===== config.mk =====
export PLATFORM = sky130hd
export DESIGN_NAME = mant_mult_seq
export DESIGN_NICKNAME = d
export VERILOG_FILES = /design/src/rtl/mult_pkg.sv /design/src/rtl/mant_mult_step.sv /design/src/rtl/mant_mult_seq.sv
export SDC_FILE = /design/constraint.sdc
export NUM_CORES = 1
export LEC_CHECK = 0
export ABC_CLOCK_PERIOD_IN_PS = 6180
export CORE_MARGIN = 8
export CORE_UTILIZATION = 35
export CTS_CLUSTER_DIAMETER = 40
export CTS_CLUSTER_SIZE = 10
export DETAILED_ROUTE_END_ITERATION = 16
export PLACE_DENSITY = 0.55
export SYNTH_ARGS = -nofsm -noshare
export SYNTH_HDL_FRONTEND = slang
export SYNTH_SLANG_ARGS = --single-unit

===== constraint.sdc =====
create_clock -name clk -period 6.18 [get_ports clk]
set_input_delay 1.854 -clock clk [delete_from_list [all_inputs] [get_ports clk]]
set_output_delay 1.854 -clock clk [all_outputs]
set_load 0.01 [all_outputs]

===== src/rtl/mult_pkg.sv =====
// Shared state type and sizing helpers for the sequential significand multiplier.
// Build option MANT_MULT_RADIX4_EN selects radix-4 stepping (2 multiplier bits per step).
package mult_pkg;

  typedef enum logic [1:0] {
    IDLE = 2'd0,
    CALC = 2'd1,
    DONE = 2'd2
  } state_t;

`ifdef MANT_MULT_RADIX4_EN
  localparam int unsigned RADIX = 4;
`else
  localparam int unsigned RADIX = 2;
`endif

  function automatic int unsigned mant_width(input int unsigned is_double);
    return (is_double != 0) ? 53 : 24;
  endfunction

  function automatic int unsigned prod_width(input int unsigned is_double);
    return 2 * mant_width(is_double);
  endfunction

  function automatic int unsigned radix_bits(input int unsigned radix);
    return (radix == 4) ? 2 : 1;
  endfunction

  function automatic int unsigned step_count(input int unsigned width, input int unsigned radix);
    return (width + radix_bits(radix) - 1) / radix_bits(radix);
  endfunction

endpackage


===== src/rtl/mant_mult_step.sv =====
// Combinational add-and-shift for one multiplier step (radix-2, or radix-4 with
// MANT_MULT_RADIX4_EN defined).
module mant_mult_step
  import mult_pkg::*;
#(
  parameter int unsigned MANT_WIDTH = 24,
  parameter int unsigned PROD_WIDTH = 48,
  parameter int unsigned OFFSET     = 24
) (
  input  logic [PROD_WIDTH+1:0]            i_acc,
  input  logic [MANT_WIDTH-1:0]            i_mcand,
`ifdef MANT_MULT_RADIX4_EN
  input  logic [MANT_WIDTH+1:0]            i_mcand3,
`endif
  input  logic [radix_bits(RADIX)-1:0]     i_mplr_bits,
  output logic [PROD_WIDTH+1:0]            o_acc
);

  localparam int unsigned BITS = radix_bits(RADIX);
  localparam int unsigned AW   = PROD_WIDTH + 2;
  localparam int unsigned SW   = PROD_WIDTH + 3;

  logic [MANT_WIDTH+1:0] w_mult;
  logic [SW-1:0]         w_sum;

  always_comb begin
    w_mult = '0;
`ifdef MANT_MULT_RADIX4_EN
    case (i_mplr_bits)
      2'd1:    w_mult = {2'b00, i_mcand};
      2'd2:    w_mult = {1'b0, i_mcand, 1'b0};
      2'd3:    w_mult = i_mcand3;
      default: w_mult = '0;
    endcase
`else
    if (i_mplr_bits[0]) w_mult = {2'b00, i_mcand};
`endif
  end

  // Sum is one bit wider than the accumulator: with an odd width in radix-4 the
  // pre-shift value can briefly exceed it, and the right shift brings it back in range.
  assign w_sum = {1'b0, i_acc} + (SW'(w_mult) << OFFSET);
  assign o_acc = AW'(w_sum >> BITS);

endmodule


===== src/rtl/mant_mult_seq.sv =====
// Sequential shift-add significand multiplier (IDLE/CALC/DONE) with valid/ready handshakes.
// Define MANT_MULT_RADIX4_EN for radix-4 stepping; default build is radix-2.
module mant_mult_seq
  import mult_pkg::*;
#(
  parameter int unsigned IS_DOUBLE  = 0,
  parameter int unsigned MANT_WIDTH = mant_width(IS_DOUBLE),
  parameter int unsigned PROD_WIDTH = prod_width(IS_DOUBLE)
) (
  input  logic                  clk,
  input  logic                  rst,
  input  logic                  in_valid,
  output logic                  in_ready,
  input  logic [MANT_WIDTH-1:0] mant_a,
  input  logic [MANT_WIDTH-1:0] mant_b,
  input  logic                  sign_a,
  input  logic                  sign_b,
  output logic                  out_valid,
  input  logic                  out_ready,
  output logic [PROD_WIDTH-1:0] product,
  output logic                  res_sign,
  output logic                  busy
);

  localparam int unsigned BITS  = radix_bits(RADIX);
  localparam int unsigned NSTEP = step_count(MANT_WIDTH, RADIX);
  localparam int unsigned MB    = NSTEP * BITS;
  localparam int unsigned CW    = $clog2(NSTEP + 1);
  localparam int unsigned AW    = PROD_WIDTH + 2;

  state_t                r_state;
  state_t                w_state_next;
  logic [AW-1:0]         r_acc;
  logic [AW-1:0]         w_acc_next;
  logic [MANT_WIDTH-1:0] r_a;
  logic [MB-1:0]         r_b;
  logic [CW-1:0]         r_cnt;
  logic                  r_sign;
  logic                  w_accept;
  logic                  w_last;
`ifdef MANT_MULT_RADIX4_EN
  logic [MANT_WIDTH+1:0] r_a3;
`endif

  assign w_accept = in_valid && (r_state == IDLE);
  assign w_last   = (r_cnt == CW'(1));

  always_ff @(posedge clk) begin
    if (rst) r_state <= IDLE;
    else     r_state <= w_state_next;
  end

  always_comb begin
    w_state_next = r_state;
    case (r_state)
      IDLE:    if (in_valid)  w_state_next = CALC;
      CALC:    if (w_last)    w_state_next = DONE;
      DONE:    if (out_ready) w_state_next = IDLE;
      default: w_state_next = IDLE;
    endcase
  end

  // Multiplier is zero-extended to a whole number of steps (odd widths in radix-4).
  always_ff @(posedge clk) begin
    if (rst) begin
      r_acc  <= '0;
      r_a    <= '0;
      r_b    <= '0;
      r_cnt  <= '0;
      r_sign <= 1'b0;
`ifdef MANT_MULT_RADIX4_EN
      r_a3   <= '0;
`endif
    end else if (w_accept) begin
      r_acc  <= '0;
      r_a    <= mant_a;
      r_b    <= MB'(mant_b);
      r_cnt  <= CW'(NSTEP);
      r_sign <= sign_a ^ sign_b;
`ifdef MANT_MULT_RADIX4_EN
      r_a3   <= {2'b00, mant_a} + {1'b0, mant_a, 1'b0};
`endif
    end else if (r_state == CALC) begin
      r_acc <= w_acc_next;
      r_b   <= r_b >> BITS;
      r_cnt <= r_cnt - CW'(1);
    end
  end

  mant_mult_step #(
    .MANT_WIDTH (MANT_WIDTH),
    .PROD_WIDTH (PROD_WIDTH),
    .OFFSET     (MB)
  ) u_step (
    .i_acc       (r_acc),
    .i_mcand     (r_a),
`ifdef MANT_MULT_RADIX4_EN
    .i_mcand3    (r_a3),
`endif
    .i_mplr_bits (r_b[BITS-1:0]),
    .o_acc       (w_acc_next)
  );

  assign in_ready  = (r_state == IDLE);
  assign out_valid = (r_state == DONE);
  assign busy      = (r_state == CALC) || (r_state == DONE);
  assign product   = out_valid ? r_acc[PROD_WIDTH-1:0] : '0;
  assign res_sign  = r_sign;

endmodule


# --- Yosys cells after proc, flatten, opt, wreduce, memory -nomap -nowiden ---
# Cells that the tools add are included.
totals:
  regBits: 106
  out_inout_bits: 52
  wordCells: 32
classes:
  add_sub_neg: 2
  eq_ne: 6
  muxes: 10
  bitwise: 1
  n_reduce_logical: 6
op_table:
  columns: ["operator", "n"]
  rows:
  - ["two-way mux 24 bit", 3]
  - ["adder 50 x 50 -> 51 bit", 1]
  - ["two-way mux 48 bit", 1]
  - ["two-way mux 5 bit", 2]
  - ["two-way mux 2 bit", 3]
  - ["case mux 2 bit (3 select lines)", 1]
  - ["equality test 5 x 1 -> 1 bit (second input constant)", 1]
  - ["subtractor 5 x 1 -> 5 bit (second input constant)", 1]
  - ["inequality test 2 bit (second input constant)", 2]
  - ["AND reduction 3 bit", 1]
  - ["equality test 2 x 1 -> 1 bit (second input constant)", 1]
  - ["equality test 2 bit (second input constant)", 1]
  - ["zero test 2 bit", 1]
  - ["inequality test 2 x 1 -> 1 bit (second input constant)", 1]
  - ["nonzero test 2 bit", 1]
  - ["OR reduction 2 bit", 1]
  - ["logical AND 1 bit", 1]
  - ["logical OR 1 bit", 1]
  - ["XOR 1 bit", 1]

# --- Depth between registers and ports, before layout ---
logic_depth:
  ltp_word: 3
  depth_mapped: 10
  mapped_depth_nobuf: 10

# --- Cells and area by module ---
# From an unflattened synthesis, not the netlist that was laid out.
unflattened:
  cells_unflattened: 693
  hier_area_um2: 5940.7
modules_own_cells:
  columns: ["mod", "n_inst", "cells_per_inst", "area_per_inst_um2"]
  rows:
  - ["mant_mult_seq", 1, 473, 4354.2]
  - ["mant_mult_step", 1, 220, 1586.5]

# --- Worst setup path after synthesis ---
# OpenSTA, ideal clock, no wires.
synth_timing:
  path_type: "input -> register"
  from: "in in_valid"
  to: "reg r_acc[40]"
  setup_time_ns: 0.062
  arrival_ns: 3.139
  path_slack_ns: 2.979
  stages: 7
  n_path_buf: 2
  path_cell_list: "and2_1 buf_2 nor2_1 nand2_1 clkbuf_1 o311a_1 nand3_1"
synth_via:
  elab_chain_cells: 2
synth_lines:
  columns: ["element", "line_no", "source"]
  rows:
  - ["from (decl)", "mant_mult_seq.sv:12", "input logic in_valid,"]
  - ["logical AND 1 bit", "mant_mult_seq.sv:45", "assign w_accept = in_valid && (r_state == IDLE);"]
  - ["OR reduction 2 bit (no line)", null, null]
  - ["to (signal assigned)", "mant_mult_seq.sv:84", "r_acc <= w_acc_next;"]
  - ["to (decl)", "mant_mult_seq.sv:33", "logic [AW-1:0] r_acc;"]
# Every way passes these cells.
# A chain may end at the register's enable or synchronous reset.

# --- Worst setup path in the final report ---
layout_timing:
  from: "reg r_state[0]"
  to: "out product[25]"
layout_via:
  elab_chain_cells: 2
layout_lines:
  columns: ["element", "line_no", "source"]
  rows:
  - ["from (decl)", "mant_mult_seq.sv:31", "state_t r_state;"]
  - ["from (signal assigned)", "mant_mult_seq.sv:50", "else r_state <= w_state_next;"]
  - ["equality test 2 bit", "mant_mult_seq.sv:105", "assign out_valid = (r_state == DONE);"]
  - ["two-way mux 48 bit", "mant_mult_seq.sv:107", "assign product = out_valid ? r_acc[PROD_WIDTH-1:0] : '0;"]
  - ["to (decl)", "mant_mult_seq.sv:20", "output logic [PROD_WIDTH-1:0] product,"]
# Every way passes these cells.

==> qor.yml <==
grt:
  first_global_vias: 5354
  grt_overflow: 0
  grt_max_degree: 74
  grt_pass1_wl_mm: 27.0
  grt_antenna_before_repair: 0
  grtUsageTotal_pct: 15.1
drt:
  met2WireLength_mm: 7.46
  wl_mm: 16.0
  drt-initial-drc-count: 357
  avgViaCountPerCell: 5.15
  dr.pass1.iters: 5
  ant_nets: 0
  num_vias: 5286
  routedWlPerCell_microns: 15.6
  met3WireLength_microns: 805
  top_layer: "met4"
  drc: 0
  wirelength_met1_mm: 7.50
synth:
  synth_area_per_cell_sq_um: 8.15
  synth_nets: 811
  synth.area.top_cells: "dfxtp_1 36%, mux2i_1 9.3%, and2_1 7.7%, ha_1 6.1%, nor2_1 5.3%"
  synth_seq_area_share_pct: 35.8
  synth_most_common_cell: "dfxtp_1"
  synth_common_cells: "106 x dfxtp_1, 83 x nor2_1, 78 x nand2_1, 73 x and2_1, 57 x a21oi_1"
  ys_types: 58
  ys_ff_latch: 106
  synth_ff_type: "dfxtp_1"
  async_reset_ff_share_pct: 0
  yosysTopAreaCellShare_pct: 35.8
  synth_edf_count: 0
  yosys_warnings: 0
  yosysTopAreaCell: "dfxtp_1"
  syn_inst: 727
  synth_area_sq_um: 5930
critical_path:
  rr_startpoint: "r_b[0]"
  cp_max_fo: 49
  worstPathArrival_ns: 2.18
  criticalPathCategory: "flip-flop to output pin"
  regToRegEndpoint: "r_acc[45]"
  r2r_slack_ns: 2.86
  critPathRequiredTime_ns: 4.33
  start_kind: "flip-flop"
  worstRegToRegCells: 10
  setup.worst_path.end_class: "output pin"
cts:
  cts_buffer_depth: 2
  cts_tree: "built"
  clockRootBuffer: "clkbuf_16"
  clk_latency_ns: 0.35
  post_cts_buffers: 0
  numCtsBuffers: 9
  cts_resized: 0
  clkSinkCount: 106
  cts.clk_slew.worst_paths_ns: 0.07
  htreeDepth: 3
  holdBufCountCts: 0
cells_and_area:
  drive_above_1_share_pct: 4.46
  layout.nets: 886
  fillers: 1691
  utilization_pct: 44.7
  antenna_cells: 0
  area_growth_pct: 25.1
  multi_input_area_sq_um: 3580
  regArea_sq_um: 2120
floorplan:
  fp.coreArea_sq_um: 16600
  initial_utilization_pct: 35.7
  rows: 47
  io_pins: 106
  die_y_microns: 146
  die_w_microns: 146
  dieArea_sq_um: 21400
hold_path:
  worstHoldStart: "r_a[21]"
  hp-class: "flip-flop to flip-flop"
  hold_path_end: "r_a[21]"
  whs_path_depth: 2
outcome:
  status: "completed"
timing:
  maxSlewHeadroom_pct: 36.8
  timing.fmax_mhz: 248
  post-route-period-util_pct: 65.3
  clock_skew_ns: 0.00980
  drv_slew: 0
  holdWs_ns: 0.454
  rsz0062_at_grt: "false"
  setup_viol: 0
  finalSetupTns_ns: 0
  worstMarginPinSlew_ns: 0.936
  hold_violations: 0
  min_period_ns: 4.04
placed_design:
  gp_congestion: 0.877
  dp_hpwl_mm: 11.8
  io_buffers: 105
power_and_ir_drop:
  power_density_nw_per_um2: 233
  p_leak_uw: 0.00280
  vdd_drop_max_mv: 0.190
flow_run:
  cap_violations: 0
==> power by group <==
group	total [uW]	internal [uW]	leakage [uW]	switching, uW
Sequential	778	739	0.000865	39.5
Combinational	385	166	0.00181	219
Clock	566	289	0.000132	277
==> per-layer routing <==
layer,GRT usage [%],vias to the layer above
met3,3.49,20
met2,24.8,118
met5,0,-
met1,18.9,2454
met4,5.51,0
li1,-,2694
==> logic make-up after synthesis <==
logic type / share of synthesized area (%)
AOI/OAI and AO/OA: 17.6
adders and majority gates: 6.46
xor gates and xnor gates: 2.36
DFF: 35.8
buffers and inverters: 4.07
muxes: 9.29
and+or+nand+nor: 24.4
==> cells in the final DEF (no fill, tap or decap), types with 3 or more instances in the layout <==
cell type        instances
a211o_1                  4
a211oi_1                31
a21o_1                   8
a21oi_1                 57
a311o_1                  3
a31oi_1                  5
and2_1                  73
and3_1                   3
buf_4                    7
clkbuf_16                9
clkdlybuf4s50_1        104
clkinvlp_4               3
dfxtp_1                106
ha_1                    28
inv_1                   14
inv_6                    3
mux2i_1                 55
nand2_1                 77
nand2b_1                 4
nand3_1                 15
nand4_1                  6
nor2_1                  83
nor3_1                   9
nor4_1                   4
o211ai_1                 3
o21a_1                   7
o21ai_0                 24
or3_1                    7
xnor2_1                 15
==> registers in the layout, summed over array words and instances, names as in the netlist <==
register	cells
r_a	24
r_cnt	5
r_acc	50
r_state	2
res_sign	1
r_b	24
==> area by class of cell <==
cell class	count	area share (%)
Multi-Input combinational cell	559	48.3
Sequential cell	106	28.6
Timing Repair Buffer	112	14.8
Tap cell	220	3.71
Clock buffer	10	3.22
Inverter	14	0.709
Clock inverter	6	0.658
==> worst max-delay path by stage <==
stage	from	to	cells past startpoint
6_report	r_state[0]	product[25]	6
2_1_floorplan	in_valid	r_acc[40]	7
3_3_place_gp	in_valid	r_acc[42]	7
5_1_grt	r_state[0]	product[25]	6
3_5_place_dp	rst	r_acc[42]	6
4_1_cts	r_state[0]	product[25]	6
==> metrics by stage <==
stage	cells	setup WS (ns)	total power, uW	instance area, sq um
2_1_floorplan	727	2.98	1060	5930
3_3_place_gp	1011	2.09	1170	7130
3_5_place_dp	1011	2.00	1180	7130
4_1_cts	1027	2.06	1750	7420
5_1_grt	1027	1.95	1820	7420
6_report	1027	2.14	1730	7420
==> critical path, stage by stage (launching register included) <==
cell	delay, ns
dfxtp_1	0.36
inv_1	0.10
ha_1	0.14
buf_4	0.38
inv_1	0.14
nor2_1	0.12
clkdlybuf4s50_1	0.58
Note: power is estimated with default switching activity, not from simulation.
